`config.mk`:
```
export PLATFORM = sky130hd
export DESIGN_NAME = mem_port_arbiter_flat
export DESIGN_NICKNAME = d
export VERILOG_FILES = /design/src/rtl/mem_port_arbiter_if.sv /design/src/rtl/mem_port_arbiter.sv /design/src/flat_wrapper.sv
export SDC_FILE = /design/constraint.sdc
export NUM_CORES = 1
export LEC_CHECK = 0
export ABC_AREA = 1
export CAP_MARGIN = 20
export CORE_AREA = 4 4 212 214
export DETAILED_ROUTE_END_ITERATION = 10
export DIE_AREA = 0 0 216 218
export SYNTH_ARGS = -nofsm -noshare
export SYNTH_HDL_FRONTEND = slang
export SYNTH_SLANG_ARGS = --single-unit
```
`constraint.sdc`:
```
create_clock -name i_clk -period 10.84 [get_ports i_clk]
set_input_delay 2.168 -clock i_clk [delete_from_list [all_inputs] [get_ports i_clk]]
set_output_delay 2.168 -clock i_clk [all_outputs]
set_load 0.1 [all_outputs]
```
`src/rtl/mem_port_arbiter_if.sv`:
```
// Requester and memory-port signal bundle for mem_port_arbiter.
//   master : arbiter view (drives o_* responses, stalls and the memory issue channel)
//   slave  : environment view (drives requester inputs and memory responses)
// Signal groups:
//   IF requester  : i_if_req, i_if_addr, i_if_flush -> o_if_valid, o_if_rdata, o_if_err
//   DM requester  : i_dm_req, i_dm_we, i_dm_addr, i_dm_wdata, i_dm_wstrb -> o_dm_valid, o_dm_rdata, o_dm_err
//   Hazard unit   : o_stall_if, o_stall_dm
//   Memory port   : o_mem_req/we/addr/wdata/wstrb, i_mem_ready, i_mem_rvalid, i_mem_rdata
interface mem_port_arbiter_if #(
    parameter int unsigned ADDR_W = 64,
    parameter int unsigned DATA_W = 64
);
    localparam int unsigned STRB_W = DATA_W / 8;

    // Instruction-fetch requester
    logic              i_if_req;
    logic [ADDR_W-1:0] i_if_addr;
    logic              i_if_flush;
    logic              o_if_valid;
    logic [DATA_W-1:0] o_if_rdata;
    logic              o_if_err;

    // Data-memory requester
    logic              i_dm_req;
    logic              i_dm_we;
    logic [ADDR_W-1:0] i_dm_addr;
    logic [DATA_W-1:0] i_dm_wdata;
    logic [STRB_W-1:0] i_dm_wstrb;
    logic              o_dm_valid;
    logic [DATA_W-1:0] o_dm_rdata;
    logic              o_dm_err;

    // Hazard-unit stalls
    logic              o_stall_if;
    logic              o_stall_dm;

    // Shared memory port
    logic              o_mem_req;
    logic              o_mem_we;
    logic [ADDR_W-1:0] o_mem_addr;
    logic [DATA_W-1:0] o_mem_wdata;
    logic [STRB_W-1:0] o_mem_wstrb;
    logic              i_mem_ready;
    logic              i_mem_rvalid;
    logic [DATA_W-1:0] i_mem_rdata;

    modport master (
        input  i_if_req, i_if_addr, i_if_flush,
        output o_if_valid, o_if_rdata, o_if_err,
        input  i_dm_req, i_dm_we, i_dm_addr, i_dm_wdata, i_dm_wstrb,
        output o_dm_valid, o_dm_rdata, o_dm_err,
        output o_stall_if, o_stall_dm,
        output o_mem_req, o_mem_we, o_mem_addr, o_mem_wdata, o_mem_wstrb,
        input  i_mem_ready, i_mem_rvalid, i_mem_rdata
    );

    modport slave (
        output i_if_req, i_if_addr, i_if_flush,
        input  o_if_valid, o_if_rdata, o_if_err,
        output i_dm_req, i_dm_we, i_dm_addr, i_dm_wdata, i_dm_wstrb,
        input  o_dm_valid, o_dm_rdata, o_dm_err,
        input  o_stall_if, o_stall_dm,
        input  o_mem_req, o_mem_we, o_mem_addr, o_mem_wdata, o_mem_wstrb,
        output i_mem_ready, i_mem_rvalid, i_mem_rdata
    );
endinterface

```
`src/rtl/mem_port_arbiter.sv`:
```
// Shares one request/ready + rvalid memory port between instruction fetch (IF)
// and the data-memory stage (DM). One transaction outstanding at a time; DM has
// priority unless IF has been passed over STARVE_LIMIT times in a row.
// Ports:
//   i_clk, i_rst (async, active high), i_clk_en (global pipeline enable)
//   bus : mem_port_arbiter_if.master -- requester inputs/responses, stalls,
//         and the shared memory issue/response channel.
// TIMEOUT_CYCLES must be >= 2 so a minimum-latency access always completes.
module mem_port_arbiter #(
    parameter int unsigned ADDR_W         = 64,
    parameter int unsigned DATA_W         = 64,
    parameter int unsigned STARVE_LIMIT   = 4,
    parameter int unsigned TIMEOUT_CYCLES = 255
) (
    input  logic i_clk,
    input  logic i_rst,
    input  logic i_clk_en,
    mem_port_arbiter_if.master bus
);
    localparam int unsigned STRB_W = DATA_W / 8;
    localparam int unsigned TO_W   = $clog2(TIMEOUT_CYCLES + 1);
    localparam int unsigned ST_W   = (STARVE_LIMIT < 1) ? 1 : $clog2(STARVE_LIMIT + 1);

    typedef enum logic [1:0] {
        ST_IDLE  = 2'd0,
        ST_ISSUE = 2'd1,
        ST_WAIT  = 2'd2
    } state_e;

    typedef enum logic {
        OWN_IF = 1'b0,
        OWN_DM = 1'b1
    } owner_e;

    state_e            state_q,     state_d;
    owner_e            owner_q,     owner_d;
    logic              discard_q,   discard_d;
    logic [ST_W-1:0]   starve_q,    starve_d;
    logic [TO_W-1:0]   tmo_q,       tmo_d;

    logic              mem_req_q,   mem_req_d;
    logic              mem_we_q,    mem_we_d;
    logic [ADDR_W-1:0] mem_addr_q,  mem_addr_d;
    logic [DATA_W-1:0] mem_wdata_q, mem_wdata_d;
    logic [STRB_W-1:0] mem_wstrb_q, mem_wstrb_d;

    logic              if_valid_q,  if_valid_d;
    logic [DATA_W-1:0] if_rdata_q,  if_rdata_d;
    logic              if_err_q,    if_err_d;
    logic              dm_valid_q,  dm_valid_d;
    logic [DATA_W-1:0] dm_rdata_q,  dm_rdata_d;
    logic              dm_err_q,    dm_err_d;

    logic grant_if;
    logic grant_dm;
    logic tmo_hit;
    logic done;
    logic done_err;

    // State and registered outputs; everything holds while the pipeline is disabled.
    always_ff @(posedge i_clk or posedge i_rst) begin
        if (i_rst) begin
            state_q     <= ST_IDLE;
            owner_q     <= OWN_IF;
            discard_q   <= 1'b0;
            starve_q    <= '0;
            tmo_q       <= '0;
            mem_req_q   <= 1'b0;
            mem_we_q    <= 1'b0;
            mem_addr_q  <= '0;
            mem_wdata_q <= '0;
            mem_wstrb_q <= '0;
            if_valid_q  <= 1'b0;
            if_rdata_q  <= '0;
            if_err_q    <= 1'b0;
            dm_valid_q  <= 1'b0;
            dm_rdata_q  <= '0;
            dm_err_q    <= 1'b0;
        end else if (i_clk_en) begin
            state_q     <= state_d;
            owner_q     <= owner_d;
            discard_q   <= discard_d;
            starve_q    <= starve_d;
            tmo_q       <= tmo_d;
            mem_req_q   <= mem_req_d;
            mem_we_q    <= mem_we_d;
            mem_addr_q  <= mem_addr_d;
            mem_wdata_q <= mem_wdata_d;
            mem_wstrb_q <= mem_wstrb_d;
            if_valid_q  <= if_valid_d;
            if_rdata_q  <= if_rdata_d;
            if_err_q    <= if_err_d;
            dm_valid_q  <= dm_valid_d;
            dm_rdata_q  <= dm_rdata_d;
            dm_err_q    <= dm_err_d;
        end
    end

    // Arbitration, transaction sequencing, timeout and response generation.
    always_comb begin
        state_d     = state_q;
        owner_d     = owner_q;
        discard_d   = discard_q;
        starve_d    = starve_q;
        tmo_d       = tmo_q;
        mem_req_d   = mem_req_q;
        mem_we_d    = mem_we_q;
        mem_addr_d  = mem_addr_q;
        mem_wdata_d = mem_wdata_q;
        mem_wstrb_d = mem_wstrb_q;
        if_valid_d  = 1'b0;
        if_rdata_d  = if_rdata_q;
        if_err_d    = 1'b0;
        dm_valid_d  = 1'b0;
        dm_rdata_d  = dm_rdata_q;
        dm_err_d    = 1'b0;
        done        = 1'b0;
        done_err    = 1'b0;

        // DM wins ties until IF has been passed over STARVE_LIMIT times.
        grant_if = bus.i_if_req && (!bus.i_dm_req || (starve_q == ST_W'(STARVE_LIMIT)));
        grant_dm = bus.i_dm_req && !grant_if;
        tmo_hit  = (tmo_q == TO_W'(TIMEOUT_CYCLES - 1));

        unique case (state_q)
            ST_IDLE: begin
                discard_d = 1'b0;
                if (grant_if) begin
                    state_d     = ST_ISSUE;
                    owner_d     = OWN_IF;
                    tmo_d       = '0;
                    starve_d    = '0;
                    mem_req_d   = 1'b1;
                    mem_we_d    = 1'b0;
                    mem_addr_d  = bus.i_if_addr;
                    mem_wdata_d = '0;
                    mem_wstrb_d = '0;
                end else if (grant_dm) begin
                    state_d     = ST_ISSUE;
                    owner_d     = OWN_DM;
                    tmo_d       = '0;
                    mem_req_d   = 1'b1;
                    mem_we_d    = bus.i_dm_we;
                    mem_addr_d  = bus.i_dm_addr;
                    mem_wdata_d = bus.i_dm_wdata;
                    mem_wstrb_d = bus.i_dm_wstrb;
                    if (bus.i_if_req && (starve_q != ST_W'(STARVE_LIMIT))) begin
                        starve_d = starve_q + ST_W'(1);
                    end
                end
            end
            ST_ISSUE: begin
                tmo_d = tmo_q + TO_W'(1);
                // Abort wins over a last-cycle accept so the counter never runs past the limit.
                if (tmo_hit) begin
                    done     = 1'b1;
                    done_err = 1'b1;
                end else if (bus.i_mem_ready) begin
                    state_d   = ST_WAIT;
                    mem_req_d = 1'b0;
                end
            end
            ST_WAIT: begin
                tmo_d = tmo_q + TO_W'(1);
                if (bus.i_mem_rvalid) begin
                    done = 1'b1;
                end else if (tmo_hit) begin
                    done     = 1'b1;
                    done_err = 1'b1;
                end
            end
            default: begin
                state_d   = ST_IDLE;
                mem_req_d = 1'b0;
            end
        endcase

        // A redirect while a fetch is in flight drops its response but not the bus access.
        if ((state_q != ST_IDLE) && (owner_q == OWN_IF) && bus.i_if_flush) begin
            discard_d = 1'b1;
        end

        if (done) begin
            state_d   = ST_IDLE;
            mem_req_d = 1'b0;
            discard_d = 1'b0;
            if (owner_q == OWN_IF) begin
                if (!(discard_q || bus.i_if_flush)) begin
                    if_valid_d = 1'b1;
                    if_err_d   = done_err;
                    if_rdata_d = done_err ? '0 : bus.i_mem_rdata;
                end
            end else begin
                dm_valid_d = 1'b1;
                dm_err_d   = done_err;
                dm_rdata_d = (done_err || mem_we_q) ? '0 : bus.i_mem_rdata;
            end
        end
    end

    assign bus.o_if_valid  = if_valid_q;
    assign bus.o_if_rdata  = if_rdata_q;
    assign bus.o_if_err    = if_err_q;
    assign bus.o_dm_valid  = dm_valid_q;
    assign bus.o_dm_rdata  = dm_rdata_q;
    assign bus.o_dm_err    = dm_err_q;
    assign bus.o_mem_req   = mem_req_q;
    assign bus.o_mem_we    = mem_we_q;
    assign bus.o_mem_addr  = mem_addr_q;
    assign bus.o_mem_wdata = mem_wdata_q;
    assign bus.o_mem_wstrb = mem_wstrb_q;

    // Stalls follow the live request so the hazard unit reacts in the same cycle.
    assign bus.o_stall_if  = bus.i_if_req && !if_valid_q;
    assign bus.o_stall_dm  = bus.i_dm_req && !dm_valid_q;
endmodule

```
`src/flat_wrapper.sv`:
```
// flat-port wrapper written by rule: the top's interface ports become plain ports
module mem_port_arbiter_flat 
#(
    parameter int unsigned ADDR_W         = 64,
    parameter int unsigned DATA_W         = 64,
    parameter int unsigned STARVE_LIMIT   = 4,
    parameter int unsigned TIMEOUT_CYCLES = 255
)
  (i_clk, i_rst, i_clk_en, bus_i_if_req, bus_i_if_addr, bus_i_if_flush, bus_o_if_valid, bus_o_if_rdata, bus_o_if_err, bus_i_dm_req, bus_i_dm_we, bus_i_dm_addr, bus_i_dm_wdata, bus_i_dm_wstrb, bus_o_dm_valid, bus_o_dm_rdata, bus_o_dm_err, bus_o_stall_if, bus_o_stall_dm, bus_o_mem_req, bus_o_mem_we, bus_o_mem_addr, bus_o_mem_wdata, bus_o_mem_wstrb, bus_i_mem_ready, bus_i_mem_rvalid, bus_i_mem_rdata);
  mem_port_arbiter_if #(.ADDR_W(ADDR_W), .DATA_W(DATA_W)) bus_i ();
  input  logic i_clk;
  input  logic i_rst;
  input  logic i_clk_en;
  input wire logic [$bits(bus_i.i_if_req)-1:0] bus_i_if_req;
  input wire logic [$bits(bus_i.i_if_addr)-1:0] bus_i_if_addr;
  input wire logic [$bits(bus_i.i_if_flush)-1:0] bus_i_if_flush;
  output wire logic [$bits(bus_i.o_if_valid)-1:0] bus_o_if_valid;
  output wire logic [$bits(bus_i.o_if_rdata)-1:0] bus_o_if_rdata;
  output wire logic [$bits(bus_i.o_if_err)-1:0] bus_o_if_err;
  input wire logic [$bits(bus_i.i_dm_req)-1:0] bus_i_dm_req;
  input wire logic [$bits(bus_i.i_dm_we)-1:0] bus_i_dm_we;
  input wire logic [$bits(bus_i.i_dm_addr)-1:0] bus_i_dm_addr;
  input wire logic [$bits(bus_i.i_dm_wdata)-1:0] bus_i_dm_wdata;
  input wire logic [$bits(bus_i.i_dm_wstrb)-1:0] bus_i_dm_wstrb;
  output wire logic [$bits(bus_i.o_dm_valid)-1:0] bus_o_dm_valid;
  output wire logic [$bits(bus_i.o_dm_rdata)-1:0] bus_o_dm_rdata;
  output wire logic [$bits(bus_i.o_dm_err)-1:0] bus_o_dm_err;
  output wire logic [$bits(bus_i.o_stall_if)-1:0] bus_o_stall_if;
  output wire logic [$bits(bus_i.o_stall_dm)-1:0] bus_o_stall_dm;
  output wire logic [$bits(bus_i.o_mem_req)-1:0] bus_o_mem_req;
  output wire logic [$bits(bus_i.o_mem_we)-1:0] bus_o_mem_we;
  output wire logic [$bits(bus_i.o_mem_addr)-1:0] bus_o_mem_addr;
  output wire logic [$bits(bus_i.o_mem_wdata)-1:0] bus_o_mem_wdata;
  output wire logic [$bits(bus_i.o_mem_wstrb)-1:0] bus_o_mem_wstrb;
  input wire logic [$bits(bus_i.i_mem_ready)-1:0] bus_i_mem_ready;
  input wire logic [$bits(bus_i.i_mem_rvalid)-1:0] bus_i_mem_rvalid;
  input wire logic [$bits(bus_i.i_mem_rdata)-1:0] bus_i_mem_rdata;
  assign bus_i.i_if_req = bus_i_if_req;
  assign bus_i.i_if_addr = bus_i_if_addr;
  assign bus_i.i_if_flush = bus_i_if_flush;
  assign bus_o_if_valid = bus_i.o_if_valid;
  assign bus_o_if_rdata = bus_i.o_if_rdata;
  assign bus_o_if_err = bus_i.o_if_err;
  assign bus_i.i_dm_req = bus_i_dm_req;
  assign bus_i.i_dm_we = bus_i_dm_we;
  assign bus_i.i_dm_addr = bus_i_dm_addr;
  assign bus_i.i_dm_wdata = bus_i_dm_wdata;
  assign bus_i.i_dm_wstrb = bus_i_dm_wstrb;
  assign bus_o_dm_valid = bus_i.o_dm_valid;
  assign bus_o_dm_rdata = bus_i.o_dm_rdata;
  assign bus_o_dm_err = bus_i.o_dm_err;
  assign bus_o_stall_if = bus_i.o_stall_if;
  assign bus_o_stall_dm = bus_i.o_stall_dm;
  assign bus_o_mem_req = bus_i.o_mem_req;
  assign bus_o_mem_we = bus_i.o_mem_we;
  assign bus_o_mem_addr = bus_i.o_mem_addr;
  assign bus_o_mem_wdata = bus_i.o_mem_wdata;
  assign bus_o_mem_wstrb = bus_i.o_mem_wstrb;
  assign bus_i.i_mem_ready = bus_i_mem_ready;
  assign bus_i.i_mem_rvalid = bus_i_mem_rvalid;
  assign bus_i.i_mem_rdata = bus_i_mem_rdata;
  mem_port_arbiter #(.ADDR_W(ADDR_W), .DATA_W(DATA_W), .STARVE_LIMIT(STARVE_LIMIT), .TIMEOUT_CYCLES(TIMEOUT_CYCLES)) u_core (.i_clk(i_clk), .i_rst(i_rst), .i_clk_en(i_clk_en), .bus(bus_i));
endmodule
```
### Yosys cells after proc, flatten, opt, wreduce, memory -nomap -nowiden

Cells that the tools add are included.

* output and inout bits: 272
* memory bits (writable): 0
* word-level logic and storage cells: 105
* bits of input ports: 273
* bits in registers: 285
* memories kept: 0
* latch bits: 0
* memory bits (read-only): 0

* add/sub/neg operators: 2
* $lt $le $gt $ge: 0
* shifts and indexed selects: 0
* bitwise gates (word level): 2
* multipliers: 0
* multiplexer cells: 47
* reduce and logical (&&, ||, !) cells: 28
* eq/ne operators: 10
* divide/modulo/power cells: 0

Operators by type and width (number)
* $mux 64: 6
* $mux 8: 4
* $mux 1: 24
* $pmux 8 s2: 1
* $mux 2: 5
* $mux 3: 3
* $reduce_and 3->1: 3
* $add 8x1->8 const B: 1
* $eq 8x8->1 const B: 1
* $reduce_and 4->1: 2
* $reduce_bool 2->1: 4
* $logic_and 1x1->1: 7
* $ne 3x3->1 const B: 2
* $pmux 2 s3: 1
* $reduce_and 5->1: 1
* $logic_not 1->1: 4
* $ne 4x1->1 const B: 1
* $pmux 1 s2: 2
* $add 3x1->3 const B: 1
* $eq 3x3->1 const B: 1
* $logic_or 1x1->1: 3
* $ne 3x1->1 const B: 1
* $ne 3x2->1 const B: 1
* $pmux 1 s3: 1
* 8 further kinds: 9

### Logic depth before layout (Yosys ltp)

* word-level depth: 9
* depth in mapped cells: 13

### Worst setup path before layout

OpenSTA, ideal clock, no wires.

* kind: in2out
* start point: input bus_i_if_req
* end point: output bus_o_stall_if
* path slack: 5198 ps
* cell stages on the path: 2
* buffers on the path: 0
* required time: 8672 ps
* data arrival time: 3474 ps
* cells stage by stage: inv_1 > nor2_1

* cells in the longest elaborated chain, start to end: 1

RTL lines
* start, declared: line flat_wrapper.sv:14 `input wire logic [$bits(bus_i.i_if_req)-1:0] bus_i_if_req;`
* $logic_and 1x1->1: line mem_port_arbiter.sv:214 `assign bus.o_stall_if = bus.i_if_req && !if_valid_q;`
* end, declared: line flat_wrapper.sv:28 `output wire logic [$bits(bus_i.o_stall_if)-1:0] bus_o_stall_if;`

No other way between the ends.

### Worst setup path in the final report

Ends and elaborated chain as after synthesis.

==> results.py <==
metrics = {
    "logic_synthesis": {
        "synth-main-ff-cell": "dfrtp_1",
        "ys_warn_count": 0,
        "synth.top_cell.area_share_pct": 55.5,
        "synthCells": 1580,
        "synth-edff-count": 0,
        "syn_area_um2": 12800,
        "seq_area_frac_synth_pct": 55.5,
        "synth_area_leader_cell": "dfrtp_1",
        "ys_types": 26,
        "async_reset_ff_share_pct": 100,
        "syn_nets": 1861,
        "netlist_top_cells_area": "dfrtp_1, nand2_1, nor2_1",
        "ys_ff_latch": 284,
        "avgSynthCellArea_um2": 8.10,
    },
    "routing": {
        "vias_per_cell": 4.68,
        "dr.first_iter.drc_count": 1024,
        "dr_total_vias": 12516,
        "avgRoutedWirePerCell_um": 18.6,
        "ant_nets": 0,
        "drc": 0,
        "drt-total-wl_um": 49700,
        "drt-pass1-iter-count": 6,
    },
    "grt": {
        "grt_max_degree": 168,
        "antenna_found_initial": 7,
        "grt-ovfl-total": 0,
        "grt_pass1_vias": 12621,
        "grt.total_usage_pct": 20.4,
        "grt_pass1_wl_um": 75700,
    },
    "floorplanning": {
        "io_pins": 545,
        "dieHeight_um": 218,
        "core-area_um2": 42900,
        "row_count": 76,
        "die_x_um": 216,
        "die-area_um2": 47100,
        "start_util_pct": 29.9,
    },
    "timing": {
        "fmax_mhz": 160,
        "tightest_slew_ns": 1.21,
        "finalMaxSlewViolations": 0,
        "timing.setup.tns_ns": 0,
        "skew_ns": 0.0197,
        "period_needed_ns": 6.24,
        "hold_viol_final": 0,
        "rsz0062_at_grt": "false",
        "fin_crit_sh_pct": 57.6,
        "maxSlewHeadroom_pct": 19.3,
        "setup_viol": 0,
    },
    "placed_design": {
        "port_buffers": 544,
        "hpwl_um": 34600,
        "dp.cells": 2615,
        "place.gp.congestion": 0.856,
    },
    "clock_tree": {
        "cts_setup_buffers": 0,
        "cts_root_buf": "clkbuf_16",
        "cts_tree": "built",
        "cts.sinks": 284,
        "numCtsBuffers": 34,
        "ctsLongestPathBuffers": 3,
        "clkTransAtPathRegs_ns": 0.06,
        "ctsHoldBuffers": 0,
        "clk_latency_ns": 0.53,
        "htreeDepth": 2,
        "cts_resized": 0,
    },
    "layout": {
        "drive_gt1_share_pct": 3.88,
        "final_nets": 2348,
        "final_cell_mix": "nand2_1, clkdlybuf4s50_1, dfrtp_1",
        "area_growth_pct": 52.6,
        "layout_commonest_cell": "nand2_1",
        "final_cell_count_no_fill": 2676,
    },
    "hold_path": {
        "hold_path_class": "reg2reg",
        "hp-start": "u_core.bus.o_dm_rdata[28]",
        "holdPathStages": 2,
        "holdPathEnd": "u_core.bus.o_dm_rdata[28]",
    },
    "setup_path": {
        "cp.arrival_ns": 4.07,
        "critical_path_buf_inv_count": 3,
        "critPathSlowestCell": "clkdlybuf4s50_1",
        "crit_path_start": "bus_i_if_req",
        "r2r_setup_slack_ns": 7.45,
        "crit_required_ns": 8.67,
        "critPathMaxStageDelay_ns": 1.14,
        "reg2reg_from": "u_core.state_q[0]",
        "worstRegToRegCells": 10,
        "worstSetupPathType": "in2out",
        "crit_top_cell": "clkdlybuf4s50_1",
        "r2r_end": "u_core.bus.o_mem_addr[28]",
        "critPathCaptureType": "primary output",
        "crit_chain": "clkdlybuf4s50_1, inv_1, nor2_1, clkdlybuf4s50_1",
        "path_delay_family": "buffers and inverters",
        "cp-start-kind": "input port",
        "path_max_fanout": 4,
    },
    "run": {
        "maxCapViolCount": 0,
    },
    "run_status": {
        "status": "finished, final reports clean",
    },
}
==> tightest hold or removal path, cell delays in order (launching register included) <==
cell	delay (ns)
dfrtp_1	0.34
nand2_1	0.05
nand2_1	0.04
==> state kept, by name, indices dropped and copies added (netlist names), 2 cells and up <==
register and count:
u_core.bus.o_dm_rdata 64, u_core.bus.o_if_rdata 64, u_core.bus.o_mem_addr 64, u_core.bus.o_mem_wdata 64, u_core.bus.o_mem_wstrb 8, u_core.starve_q 3
u_core.state_q 2, u_core.tmo_q 8
==> area by class of cell <==
| class | instances | area, um^2 |
|---|---|---|
| Clock inverter | 5 | 28.8 |
| Sequential cell | 284 | 7110 |
| Inverter | 92 | 355 |
| Timing Repair Buffer | 559 | 5580 |
| Antenna cell | 2 | 5.00 |
| Multi-Input combinational cell | 1096 | 4740 |
| Clock buffer | 53 | 993 |
| Fill cell | 4240 | 23300 |
| Tap cell | 585 | 732 |
==> metal layers <==
metal / vias up / track usage, % / wire [um]
met2: 511 / 35.5 / 24500
li1: 5953 / - / -
met4: 8 / 5.31 / 1120
met1: 5976 / 24.7 / 20000
met5: - / 0 / 53
met3: 68 / 6.37 / 4070
==> worst max path at each step <==
stage	to	cells after the start
2_1_floorplan	u_core.bus.o_dm_err	1
3_3_place_gp	bus_o_stall_if	4
3_5_place_dp	bus_o_stall_if	4
4_1_cts	bus_o_stall_if	4
5_1_grt	bus_o_stall_if	4
6_report	bus_o_stall_if	4
==> metrics by stage <==
step / instance area (um^2) / hold slack (ns) / utilization, % / worst slack [ns]
2_1_floorplan: 12800 / 0.503 / - / 0.836
5_1_grt: 19500 / 0.488 / 45.6 / 4.55
3_3_place_gp: 18500 / 0.452 / 43.1 / 4.57
4_1_cts: 19500 / 0.471 / 45.5 / 4.60
3_5_place_dp: 18500 / 0.457 / 43.1 / 4.62
6_report: 19500 / 0.467 / 45.6 / 4.60
==> synth_stat cells (2+ instances only) <==
library cell and instances:
nand2_1 563, dfrtp_1 284, nor2_1 212, nand3_1 149, inv_1 91, o21ai_0 81
a31oi_1 64, buf_2 35, clkbuf_1 31, buf_4 19, buf_6 17, ha_1 8
buf_1 6, a21oi_1 5, nand3_2 2, nor2_4 2, nor3_1 2
==> cells by family (layout without fill, tap and decap cells) <==
group | after synthesis | count (layout) | synth area share (%)
and+or+nand+nor | 934 | 934 | 29.2
DFF | 284 | 284 | 55.5
buffers and inverters | 200 | 709 | 7.76
AOI/OAI and AO/OA | 152 | 152 | 6.65
adders and majority gates | 8 | 8 | 0.782
xor gates and xnor gates | 2 | 2 | 0.137
other | 0 | 2 | 0
Power is left out: the tool's default activity adds up to more than one toggle a clock period on the data nets, which glitch-free logic cannot reach.
